--- config.mk ---
export PLATFORM = sky130hd
export DESIGN_NAME = led_frame_sched_flat
export DESIGN_NICKNAME = d
export VERILOG_FILES = /design/src/rtl/led_frame_sched_if.sv /design/src/rtl/led_frame_sched.sv /design/src/flat_wrapper.sv
export SDC_FILE = /design/constraint.sdc
export NUM_CORES = 1
export LEC_CHECK = 0
export CAP_MARGIN = 40
export CORE_ASPECT_RATIO = 1.75
export CORE_MARGIN = 1.5
export CORE_UTILIZATION = 45
export DETAILED_ROUTE_END_ITERATION = 6
export GPL_TIMING_DRIVEN = 1
export MAX_ROUTING_LAYER = met4
export PLACE_DENSITY = 0.8
export SYNTH_ARGS = -nofsm -noshare
export SYNTH_HDL_FRONTEND = slang
export SYNTH_SLANG_ARGS = --single-unit
--- constraint.sdc ---
create_clock -name clk_slow -period 4.77 [get_ports clk_slow]
set_clock_uncertainty 0.2 [all_clocks]
set_input_delay 0.477 -clock clk_slow [delete_from_list [all_inputs] [get_ports clk_slow]]
set_output_delay 0.477 -clock clk_slow [all_outputs]
set_load 0.01 [all_outputs]
--- src/rtl/led_frame_sched_if.sv ---
// rtl/led_frame_sched_if.sv - FIFO write port and sender handshake bundle
interface led_frame_sched_if;
    logic        we;
    logic [11:0] fifo_data_in;
    logic        fifo_full;
    logic        send_start;
    logic        send_done;

    modport master (
        output we, fifo_data_in, send_start,
        input  fifo_full, send_done
    );

    modport slave (
        input  we, fifo_data_in, send_start,
        output fifo_full, send_done
    );
endinterface

--- src/rtl/led_frame_sched.sv ---
// rtl/led_frame_sched.sv - LED frame scheduler: snapshot, FIFO load, kick, await done
module led_frame_sched #(
    parameter int NCH            = 8,
    parameter int REFRESH_CYCLES = 3000,
    parameter int TIMEOUT_CYCLES = 65535
) (
    input  logic                     clk_slow,
    input  logic                     rstn,
    input  logic                     en,
    input  logic                     start,
    input  logic [3:0]               MeanR [NCH],
    input  logic [3:0]               MeanG [NCH],
    input  logic [3:0]               MeanB [NCH],
    led_frame_sched_if.master        sif,
    output logic                     busy,
    output logic [15:0]              frame_cnt,
    output logic                     err_timeout
);
    localparam int RW = $clog2(REFRESH_CYCLES);
    localparam int TW = $clog2(TIMEOUT_CYCLES + 1);
    localparam int CW = (NCH > 1) ? $clog2(NCH) : 1;
    localparam logic [RW-1:0] REF_LAST = RW'(REFRESH_CYCLES - 1);
    localparam logic [TW-1:0] TMO_LAST = TW'(TIMEOUT_CYCLES - 1);
    localparam logic [CW-1:0] CH_LAST  = CW'(NCH - 1);

    localparam logic [2:0] S_IDLE  = 3'd0;
    localparam logic [2:0] S_LATCH = 3'd1;
    localparam logic [2:0] S_WRITE = 3'd2;
    localparam logic [2:0] S_KICK  = 3'd3;
    localparam logic [2:0] S_WAIT  = 3'd4;
    localparam logic [2:0] S_DONE  = 3'd5;

    logic [2:0]    state_q, state_d;
    logic [RW-1:0] refresh_q, refresh_d;
    logic          pending_q, pending_d;
    logic [CW-1:0] ch_q, ch_d;
    logic [TW-1:0] tmo_q, tmo_d;
    logic [11:0]   shadow_q [NCH];
    logic [11:0]   shadow_d [NCH];
    logic [11:0]   data_q, data_d;
    logic [15:0]   frame_q, frame_d;
    logic          err_q, err_d;
    logic          tick, trig, we_c;

    always_comb begin
        tick      = en && (refresh_q == REF_LAST);
        trig      = start || tick;
        refresh_d = (!en || tick) ? '0 : refresh_q + 1'b1;
        we_c      = (state_q == S_WRITE) && !sif.fifo_full;
        state_d   = state_q;
        pending_d = pending_q;
        ch_d      = ch_q;
        tmo_d     = tmo_q;
        shadow_d  = shadow_q;
        data_d    = data_q;
        frame_d   = frame_q;
        err_d     = err_q;

        // Requests arriving mid-frame collapse into a single queued frame.
        if (state_q != S_IDLE && trig)
            pending_d = 1'b1;

        case (state_q)
            S_IDLE: begin
                if (trig || pending_q) begin
                    state_d   = S_LATCH;
                    pending_d = 1'b0;
                    if (start)
                        err_d = 1'b0;
                end
            end
            S_LATCH: begin
                for (int i = 0; i < NCH; i++)
                    shadow_d[i] = {MeanR[i], MeanG[i], MeanB[i]};
                data_d  = {MeanR[0], MeanG[0], MeanB[0]};
                ch_d    = '0;
                state_d = S_WRITE;
            end
            S_WRITE: begin
                // data_q already holds the word for ch_q; advance only on an accepted write.
                if (we_c) begin
                    if (ch_q == CH_LAST) begin
                        state_d = S_KICK;
                    end else begin
                        ch_d   = ch_q + 1'b1;
                        data_d = shadow_q[ch_q + 1'b1];
                    end
                end
            end
            S_KICK: begin
                tmo_d   = '0;
                state_d = S_WAIT;
            end
            S_WAIT: begin
                if (sif.send_done) begin
                    state_d = S_DONE;
                end else if (tmo_q == TMO_LAST) begin
                    err_d   = 1'b1;
                    state_d = S_IDLE;
                end else begin
                    tmo_d = tmo_q + 1'b1;
                end
            end
            S_DONE: begin
                frame_d = frame_q + 1'b1;
                state_d = S_IDLE;
            end
            default: state_d = S_IDLE;
        endcase
    end

    always_ff @(posedge clk_slow) begin
        if (!rstn) begin
            state_q   <= S_IDLE;
            refresh_q <= '0;
            pending_q <= 1'b0;
            ch_q      <= '0;
            tmo_q     <= '0;
            for (int i = 0; i < NCH; i++)
                shadow_q[i] <= '0;
            data_q    <= '0;
            frame_q   <= '0;
            err_q     <= 1'b0;
        end else begin
            state_q   <= state_d;
            refresh_q <= refresh_d;
            pending_q <= pending_d;
            ch_q      <= ch_d;
            tmo_q     <= tmo_d;
            shadow_q  <= shadow_d;
            data_q    <= data_d;
            frame_q   <= frame_d;
            err_q     <= err_d;
        end
    end

    // Strobes are gated by rstn so a reset cycle never emits a write or kick.
    assign sif.we           = rstn && we_c;
    assign sif.send_start   = rstn && (state_q == S_KICK);
    assign sif.fifo_data_in = data_q;
    assign busy             = state_q != S_IDLE;
    assign frame_cnt        = frame_q;
    assign err_timeout      = err_q;
endmodule

--- src/flat_wrapper.sv ---
// flat-port wrapper written by rule: the top's interface ports become plain ports
module led_frame_sched_flat 
#(
    parameter int NCH            = 8,
    parameter int REFRESH_CYCLES = 3000,
    parameter int TIMEOUT_CYCLES = 65535
)
  (clk_slow, rstn, en, start, MeanR, MeanG, MeanB, busy, frame_cnt, err_timeout, sif_we, sif_fifo_data_in, sif_send_start, sif_fifo_full, sif_send_done);
  led_frame_sched_if sif_i ();
  input  logic clk_slow;
  input  logic rstn;
  input  logic en;
  input  logic start;
  input  logic [3:0] MeanR[NCH];
  input  logic [3:0] MeanG[NCH];
  input  logic [3:0] MeanB[NCH];
  output logic busy;
  output logic [15:0] frame_cnt;
  output logic err_timeout;
  output wire logic [$bits(sif_i.we)-1:0] sif_we;
  output wire logic [$bits(sif_i.fifo_data_in)-1:0] sif_fifo_data_in;
  output wire logic [$bits(sif_i.send_start)-1:0] sif_send_start;
  input wire logic [$bits(sif_i.fifo_full)-1:0] sif_fifo_full;
  input wire logic [$bits(sif_i.send_done)-1:0] sif_send_done;
  assign sif_we = sif_i.we;
  assign sif_fifo_data_in = sif_i.fifo_data_in;
  assign sif_send_start = sif_i.send_start;
  assign sif_i.fifo_full = sif_fifo_full;
  assign sif_i.send_done = sif_send_done;
  led_frame_sched #(.NCH(NCH), .REFRESH_CYCLES(REFRESH_CYCLES), .TIMEOUT_CYCLES(TIMEOUT_CYCLES)) u_core (.clk_slow(clk_slow), .rstn(rstn), .en(en), .start(start), .MeanR(MeanR), .MeanG(MeanG), .MeanB(MeanB), .sif(sif_i), .busy(busy), .frame_cnt(frame_cnt), .err_timeout(err_timeout));
endmodule
---- Word level (Yosys, flattened, before mapping) ----
Cells that the tools add are included.
storage, ports and cells
  bits of input ports ..................... 102
  flip-flop bits (word level) ............. 160
  output and inout bits ................... 32
operators by class
  mux-type cells .......................... 26
  magnitude comparators ................... 1
  $add $sub $neg .......................... 4
  equality and inequality tests ........... 17
  bitwise gates (word level) .............. 2
  reductions and logical operators ........ 20
operator list
  kind                     count
  $mux W12                 4
  $bmux W12 S3             1
  $add A16 B1 Y16 const B  2
  $mux W16                 2
  $pmux W16 S2             1
  $pmux W12 S2             1
  $mux W3                  7
  $eq A16 B16 Y1 const B   1
  $pmux W3 S5              1
  $add A12 B1 Y12 const B  1
  $eq A12 B12 Y1 const B   1
  $ne A2 B2 Y1 const B     5
  $eq A3 B3 Y1 const B     3
  $mux W1                  7
  $eq A3 B2 Y1 const B     2
  $ne A2 B1 Y1 const B     3
  $pmux W3 S2              1
  $reduce_and A3 Y1        2
  $reduce_bool A2 Y1       3
  $logic_and A1 B1 Y1      5
  $reduce_and A5 Y1        1
  $ge A4 B4 Y1 const B     1
  $not A3 Y4               1
  $reduce_and A4 Y1        1
  other kinds (10)         13

---- Logic depth before layout (Yosys ltp) ----
Gate-level depths: netlist of the first run.
  depth in word-level cells ............... 8
  mapped depth ............................ 8
  gate-level depth less buffers ........... 6

---- Least setup slack after synthesis of the first run ----
Ideal clock, no wire load.
  path type ............................... reg2reg
  start point ............................. register u_core.ch_q[0]
  end point ............................... register u_core.data_q[10] (netlist: u_core.sif.fifo_data_in[10])
  data arrival time ....................... 1.835 ns
  cell stages (with the launch flop) ...... 8
  slack ................................... 2.614 ns
  buffers on the path ..................... 3
  period minus slack after synthesis ...... 2.156 ns
  setup time .............................. 0.121 ns
  cells stage by stage .................... dfxtp_1 > ha_1 > buf_2 > buf_2 > buf_2 > mux4_2 > a22oi_1 > a21oi_1
on the way
  longest elaborated chain between the ends .. 8
  elaborated cells between the ends (all ways) .. 11
  classes of those cells .................. add/sub: 1; eq/ne: 2; mux: 6; bitwise: 1; reduce/logical: 1
RTL lines
  what                                         RTL line                source
  start: declaration                           led_frame_sched.sv:36   logic [CW-1:0] ch_q, ch_d;
  start signal: assignment                     led_frame_sched.sv:128  ch_q <= ch_d;
  $add A3 B1 Y3                                led_frame_sched.sv:86   data_d = shadow_q[ch_q + 1'b1];
  $not A3 Y4 (not written as such)             led_frame_sched.sv:86
  $bmux W12 S3                                 led_frame_sched.sv:86
  $mux W12 (not written as such) (2 in a row)  led_frame_sched.sv:86
  $mux W12                                     led_frame_sched.sv:82   if (ch_q == CH_LAST) begin
  $mux W12                                     led_frame_sched.sv:81   if (we_c) begin
  $pmux W12 S2                                 led_frame_sched.sv:63   case (state_q)
  end signal: assignment                       led_frame_sched.sv:131  data_q <= data_d;
  end: declaration                             led_frame_sched.sv:40   logic [11:0] data_q, data_d;
Parallel ways exist; a longest one is shown, timed or not. The select of a mux whose other input is x is not followed.
A chain may end at the register's enable or synchronous reset.

---- Final worst setup path of the first run ----
  start point ............................. register u_core.state_q[1]
  end point ............................... output port sif_we
on the way
  longest elaborated chain between the ends .. 3
RTL lines
  what                      RTL line                source
  start: declaration        led_frame_sched.sv:33   logic [2:0] state_q, state_d;
  start signal: assignment  led_frame_sched.sv:125  state_q <= state_d;
  $eq A3 B2 Y1              led_frame_sched.sv:49   we_c = (state_q == S_WRITE) && !sif.fifo_full;
  $logic_and A1 B1 Y1       led_frame_sched.sv:49
  $logic_and A1 B1 Y1       led_frame_sched.sv:138  assign sif.we = rstn && we_c;
  end: declaration          flat_wrapper.sv:20      output wire logic [$bits(sif_i.we)-1:0] sif_we;
Every way passes these cells.

==> metrics.cfg, run 1 <==
[hold_path]
min_path_cells=2
hp-class=flip-flop to flip-flop
min-delay-start=u_core.shadow_q[93]

[route]
drc_errors=0
routedWlPerCell_um=16.1
dr.pass1.iters=5
final_antenna_net_count=0
routed_wl_mm=17.9
vias=6186
drt_iter0_drc=433
vias_per_cell=5.56

[cts]
clk_pin_slew_ns=0.06
cts_buffer_depth=2
clk_latency_ns=0.41
clock-sinks=160
root_buffer=clkbuf_16
cts_resized=0
cts_tree=built
cts-buffers-inserted=17
htreeDepth=4
hold_buffers=0
postCtsSetupRepairBufs=0

[timing]
fmax_mhz=301
setup-tns-final_ns=0
worstMarginPinSlew_ns=0.900
fin_crit_sh_pct=69.6
min_period_ns=3.32
finalHoldViolCount=0
setup_viol=0
slew_headroom_pct=40.0
drv_slew=0
rsz0062_at_grt=false

[yosys]
mappedNetlistArea_um2=6930
yosysMostFrequentCell=nand2_1
ys.flop_type=dfxtp_1
syn_inst=814
syn_nets=922
avgSynthCellArea_um2=8.51
synth_top_area_share_pct=46.2
ys_warn_count=0
yosysTopAreaCell=dfxtp_1
synth_area_leaders=dfxtp_1, nand2_1, a21oi_1
synth_edf_count=0
synth.distinct_cells=45
synthArstFlopShare_pct=0
synth-seq-cells=160
synth.yosys.seq_area_share_pct=46.2
ys_top_cells_by_count=nand2_1, dfxtp_1, a21oi_1

[flow_run]
cap_viol_max_count=0

[placement]
hpwl_mm=12.8
dp_cells=1082
port_buffers=133
routabilityCongestion=0.820

[die]
io_pins=134
dieHeight_um=167
die_w_um=96.8
dieArea_um2=16200
fp.coreArea_um2=15000
rows=59
start_util_pct=46.2

[global_route]
gr-total-overflow=0
grt_pass1_vias=5924
antenna_found_initial=0
grt_max_degree=97
grt_usage_pct=23.0
grt_pass1_wl_mm=29.2

[layout]
fin_nets=1026
antenna_cells=0
drive_above_1_share_pct=7.53
fill_cells=1317
area_growth_pct=27.8
final_cells=1113

[power]
power_frac_clock_pct=29.4
p_sw_uw=1400
p_sw_share_pct=33.4
p_comb_share_pct=28.3
irDropWorstVdd_mv=0.252
p_int_uw=2780
p_leak_uw=0.00297
powerDensity_nw_per_um2=471
pwr-share-seq_pct=42.3

[setup_path]
cp_top_family=simple AND/OR/NAND/NOR gates
cpMaxStageDelayCell=or3b_1
critPathCaptureType=primary output
startpoint=u_core.state_q[1]
startpoint_type=flip-flop
slowest_delay_ns=0.69
crit_arrival_ns=2.64
critPathBufInv=1
crit_cells=3
r2r-start=u_core.state_q[1]
required_ns=4.09
path_cells=or3b_1 -> nor3_1 -> clkdlybuf4s50_1
worst-path-max-fanout=19
critical_path_class=flip-flop to primary output
ff2ff_path_depth=4

[status]
run_status=complete, no violations

-- per-stage QoR --
stage          util, %  worst slack, ns  total power, uW  hold slack, ns  cell area [um^2]
5_1_grt           59.1             1.36             4400           0.272              8860
6_report          59.1             1.45             4180           0.253              8860
3_5_place_dp      55.6             1.56             2980           0.244              8330
3_3_place_gp      55.6             1.53             2950           0.239              8330
2_1_floorplan        -             2.61             2540           0.230              6930
4_1_cts           59.1             1.46             4210           0.253              8860
-- worst paths after layout --
path / endpoint / slack [ns]
max: sif_we / 1.45
min reg2reg: u_core.shadow_q[93] / 0.25
min: u_core.shadow_q[93] / 0.25
max reg2reg: u_core.sif.fifo_data_in[7] / 2.04
-- routing by layer --
layer,GRT usage (%),vias to the layer above,wire (um)
met5,-,-,0
met4,13.5,0,825
met3,3.21,42,596
met2,39.4,173,9660
met1,25.4,2911,6820
li1,-,3060,-
-- logic make-up (layout without fill, tap and decap cells) --
family | after synthesis | count (layout) | share of synthesized area [%]
AND/OR/NAND/NOR | 336 | 336 | 22.3
AO/OA/AOI/OAI | 194 | 194 | 15.4
flip-flops | 160 | 160 | 46.2
buffers and inverters | 70 | 186 | 4.12
multiplexers | 30 | 30 | 8.68
XOR/XNOR | 18 | 18 | 2.27
adder cells (fa/ha/maj) | 6 | 6 | 1.08
-- power groups by stage --
stage	combinational, uW	clock, uW	sequential (uW)
6_report	1180	1230	1760
5_1_grt	1300	1310	1790
4_1_cts	1190	1250	1760
3_5_place_dp	1190	0	1790
3_3_place_gp	1170	0	1780
2_1_floorplan	809	0	1730
-- tightest hold or removal path: stages (launching register included) --
cell and delay (ns):
dfxtp_1 0.31, nand2_1 0.05, a21oi_1 0.05
-- final cells by class --
class	count	area (um^2)	area share (%)
clock buffer	21	450	5.08
clock inverter	10	81.3	0.918
inverter	14	53.8	0.607
multi-input combinational	584	3450	38.9
sequential	160	3200	36.2
tap	183	229	2.58
timing repair buffer	141	1390	15.7
-- flip-flops by register name, summed over array words and instances (netlist names) --
signal / count
u_core.shadow_q: 96
u_core.state_q: 3
u_core.frame_cnt: 16
u_core.pending_q: 1
u_core.ch_q: 3
u_core.sif.fifo_data_in: 12
u_core.tmo_q: 16
u_core.err_timeout: 1
u_core.refresh_q: 12
-- placed cells by master (no fill, tap or decap), types with 8 or more instances in the layout --
master / Yosys / routed
a21oi_1: 130 / 130
nand4_1: 10 / 10
o21ai_0: 23 / 23
buf_4: 0 / 8
mux4_2: 24 / 24
clkbuf_16: 0 / 17
nor2_1: 31 / 31
inv_1: 13 / 13
o31ai_1: 11 / 11
nand3_1: 15 / 15
xnor2_1: 11 / 11
o22ai_1: 12 / 12
nand2_1: 215 / 215
clkdlybuf4s50_1: 0 / 133
or3_1: 10 / 10
or4_1: 11 / 11
dfxtp_1: 160 / 160
a22oi_1: 12 / 12
(Power assumes the default switching activity.)
==> run 2: changes to the inputs <==
- PLACE_DENSITY: 0.8 -> 0.83
- clock period: 4.77 -> 2.78 ns (I/O delays scaled with it)
==> run 2 against run 1 <==
  * Register-to-register slack worse by 1.7 ns
  * Cell count up 0.90%
  * Via count up 1.8%
  * Flip-flop and latch count unchanged
  * Critical path depth unchanged
  * Utilization up 0.94 points
  * Combinational power up 88%
  * Wire length up 3.4%
  * Sequential share of layout area down 0.57 points
  * Die area unchanged
  * Hold slack worse by 0.056 ns
  * Critical path type unchanged
==> metrics.cfg, run 2 (synthesis gave the netlist of run 1 again) <==
[die]
dieHeight_um=167  ; unchanged
io_pins=134  ; unchanged
rows=59  ; unchanged
dieArea_um2=16200  ; unchanged
fp.coreArea_um2=15000  ; unchanged
die_w_um=96.8  ; unchanged
start_util_pct=46.2  ; unchanged

[power]
powerDensity_nw_per_um2=832  ; was 471 nW/um^2
p_comb_share_pct=29.7  ; was 28.3%
power_frac_clock_pct=30.1  ; was 29.4%
p_sw_uw=2510  ; was 1400 uW
irDropWorstVdd_mv=0.505  ; was 0.252 mV
p_leak_uw=0.00307  ; was 0.00297 uW
pwr-share-seq_pct=40.3  ; was 42.3%
p_sw_share_pct=33.6  ; was 33.4%
p_int_uw=4980  ; was 2780 uW

[route]
final_antenna_net_count=0  ; unchanged
vias_per_cell=5.61  ; was 5.56
wl_met1_mm=7.12  ; was 6.82 mm
drc_errors=0  ; unchanged
drt_iter0_drc=440  ; was 433
routed_wl_mm=18.5  ; was 17.9 mm
dr.pass1.iters=5  ; unchanged
routedWlPerCell_um=16.5  ; was 16.1 um
wl_met2_mm=9.76  ; was 9.66 mm
wl_met3_um=782  ; was 596 um
vias=6299  ; was 6,186
top_layer=met4  ; unchanged

[cts]
htreeDepth=4  ; unchanged
cts-buffers-inserted=17  ; unchanged
postCtsSetupRepairBufs=0  ; unchanged
clk_latency_ns=0.42  ; was 0.41 ns
root_buffer=clkbuf_16  ; unchanged
cts_tree=built  ; unchanged
hold_buffers=0  ; unchanged
cts_resized=0  ; unchanged
cts_buffer_depth=2  ; unchanged
clock-sinks=160  ; unchanged
clk_pin_slew_ns=0.07  ; was 0.06 ns

[timing]
fmax_mhz=392
setup_viol=0  ; unchanged
fin_crit_sh_pct=91.7
setup-tns-final_ns=0  ; unchanged
rsz0062_at_grt=false  ; unchanged
min_period_ns=2.55
finalHoldViolCount=0  ; unchanged
drv_slew=0  ; unchanged
worstMarginPinSlew_ns=0.760  ; was 0.900 ns
slew_headroom_pct=49.0  ; was 40.0%

[flow_run]
cap_viol_max_count=0  ; unchanged

[setup_path]
path_cells=or3b_1 -> nor3_1 -> clkdlybuf4s50_1  ; unchanged
rr_endpoint=u_core.sif.fifo_data_in[2]  ; was u_core.sif.fifo_data_in[7]
critPathBufInv=1  ; unchanged
required_ns=2.30  ; was 4.09 ns
startpoint_type=flip-flop  ; unchanged
r2r_slack_ns=0.35  ; was 2.04 ns
critical_path_class=flip-flop to primary output  ; unchanged
critPathCaptureType=primary output  ; unchanged
crit_cells=3  ; unchanged
ff2ff_path_depth=6  ; was 4
cpMaxStageDelayCell=clkdlybuf4s50_1  ; was or3b_1
crit_arrival_ns=2.07  ; was 2.64 ns
worst-path-max-fanout=9  ; was 19
cp-endpoint=sif_we  ; unchanged
r2r-start=u_core.ch_q[0]  ; was u_core.state_q[1]
startpoint=u_core.state_q[1]  ; unchanged
cp_top_family=simple AND/OR/NAND/NOR gates  ; unchanged
slowest_delay_ns=0.57  ; was 0.69 ns

[layout]
fin_nets=1035  ; was 1,026
final_common_cell=nand2_1  ; unchanged
fill_cells=1268  ; was 1,317
final_cell_mix=nand2_1, dfxtp_1, clkdlybuf4s50_1  ; unchanged
antenna_cells=0  ; unchanged
drive_above_1_share_pct=8.72  ; was 7.53%
fin_util_pct=60.1  ; was 59.1%
largest_reg_flops=96  ; unchanged
area_growth_pct=29.9  ; was 27.8%
largest_register=u_core.shadow_q  ; unchanged

[global_route]
gr-total-overflow=0  ; unchanged
grt_usage_pct=23.5  ; was 23.0%
grt_pass1_vias=5973  ; was 5,924
antenna_found_initial=0  ; unchanged
grt_max_degree=69  ; was 97
grt_pass1_wl_mm=29.7  ; was 29.2 mm

[hold_path]
hp-class=input port to flip-flop  ; was flip-flop to flip-flop

[placement]
routabilityCongestion=0.837  ; was 0.820
port_buffers=133  ; unchanged
hpwl_mm=13.1  ; was 12.8 mm

[status]
run_status=complete, no violations  ; unchanged

==> run 2: cell count changes in the layout (fill, tap and decap cells not counted) <==
| cell | previous run | this run |
|---|---|---|
| inv_8 | 0 | 1 |
| clkbuf_1 | 3 | 1 |
| inv_6 | 3 | 4 |
| buf_12 | 0 | 3 |
| bufinv_16 | 0 | 1 |
| buf_4 | 8 | 14 |
| clkinvlp_4 | 5 | 1 |
| clkinv_2 | 1 | 4 |
| clkinv_4 | 2 | 3 |
==> run 2: power by group through the flow <==
stage          Clock, uW  Sequential [uW]  Combinational (uW)
6_report            2250             3010                2220
3_5_place_dp           0             3050                2200
2_1_floorplan          0             2970                1390
3_3_place_gp           0             3020                2160
4_1_cts             2290             3000                2220
5_1_grt             2380             3050                2430
==> run 2: how the worst min path moves through the flow <==
| stage | slack, ns | endpoint | start | cells after the start |
|---|---|---|---|---|
| finish | 0.20 | u_core.shadow_q[75] | MeanB[27] | 3 |
| global route | 0.20 | u_core.shadow_q[80] | MeanR[24] | 3 |
| CTS | 0.19 | u_core.shadow_q[75] | MeanB[27] | 3 |
| detailed placement | 0.25 | u_core.shadow_q[59] | u_core.shadow_q[59] | 2 |
| global placement | 0.24 | u_core.shadow_q[77] | u_core.shadow_q[77] | 2 |
| floorplan | 0.21 | u_core.shadow_q[0] | MeanB[0] | 2 |
==> run 2: through the flow <==
| stage | instance area, um^2 | worst slack, ns | std cells | total power (uW) | hold slack [ns] |
|---|---|---|---|---|---|
| 4_1_cts | 9000 | 0.228 | 1123 | 7510 | 0.190 |
| 3_5_place_dp | 8430 | 0.296 | 1091 | 5250 | 0.245 |
| 2_1_floorplan | 6930 | 0.624 | 814 | 4360 | 0.214 |
| 5_1_grt | 9000 | 0.146 | 1123 | 7860 | 0.200 |
| 3_3_place_gp | 8430 | 0.302 | 1091 | 5180 | 0.239 |
| 6_report | 9000 | 0.232 | 1123 | 7490 | 0.198 |
==> run 2: cell type report <==
| type | count | area, um^2 | area share (%) |
|---|---|---|---|
| clock buffers | 19 | 443 | 4.92 |
| flip-flops and latches | 160 | 3200 | 35.6 |
| repair buffers | 150 | 1500 | 16.6 |
| well taps | 183 | 229 | 2.54 |
| inverters | 14 | 53.8 | 0.598 |
| clock inverters | 13 | 125 | 1.39 |
| multi-input cells | 584 | 3450 | 38.3 |
==> run 2: worst register-to-register path, cell delays in order, from the launching register on <==
cell and delay [ns]:
dfxtp_1 0.32, ha_1 0.20, ha_1 0.18, or2_2 0.42, o21ai_1 0.65, o21ai_0 0.23
a21oi_1 0.18
==> run 2: metal layers <==
layer	track usage, %	up-vias
li1	-	3075
met2	40.5	196
met1	26.0	2984
met3	3.38	44
met4	13.0	0
met5	-	-
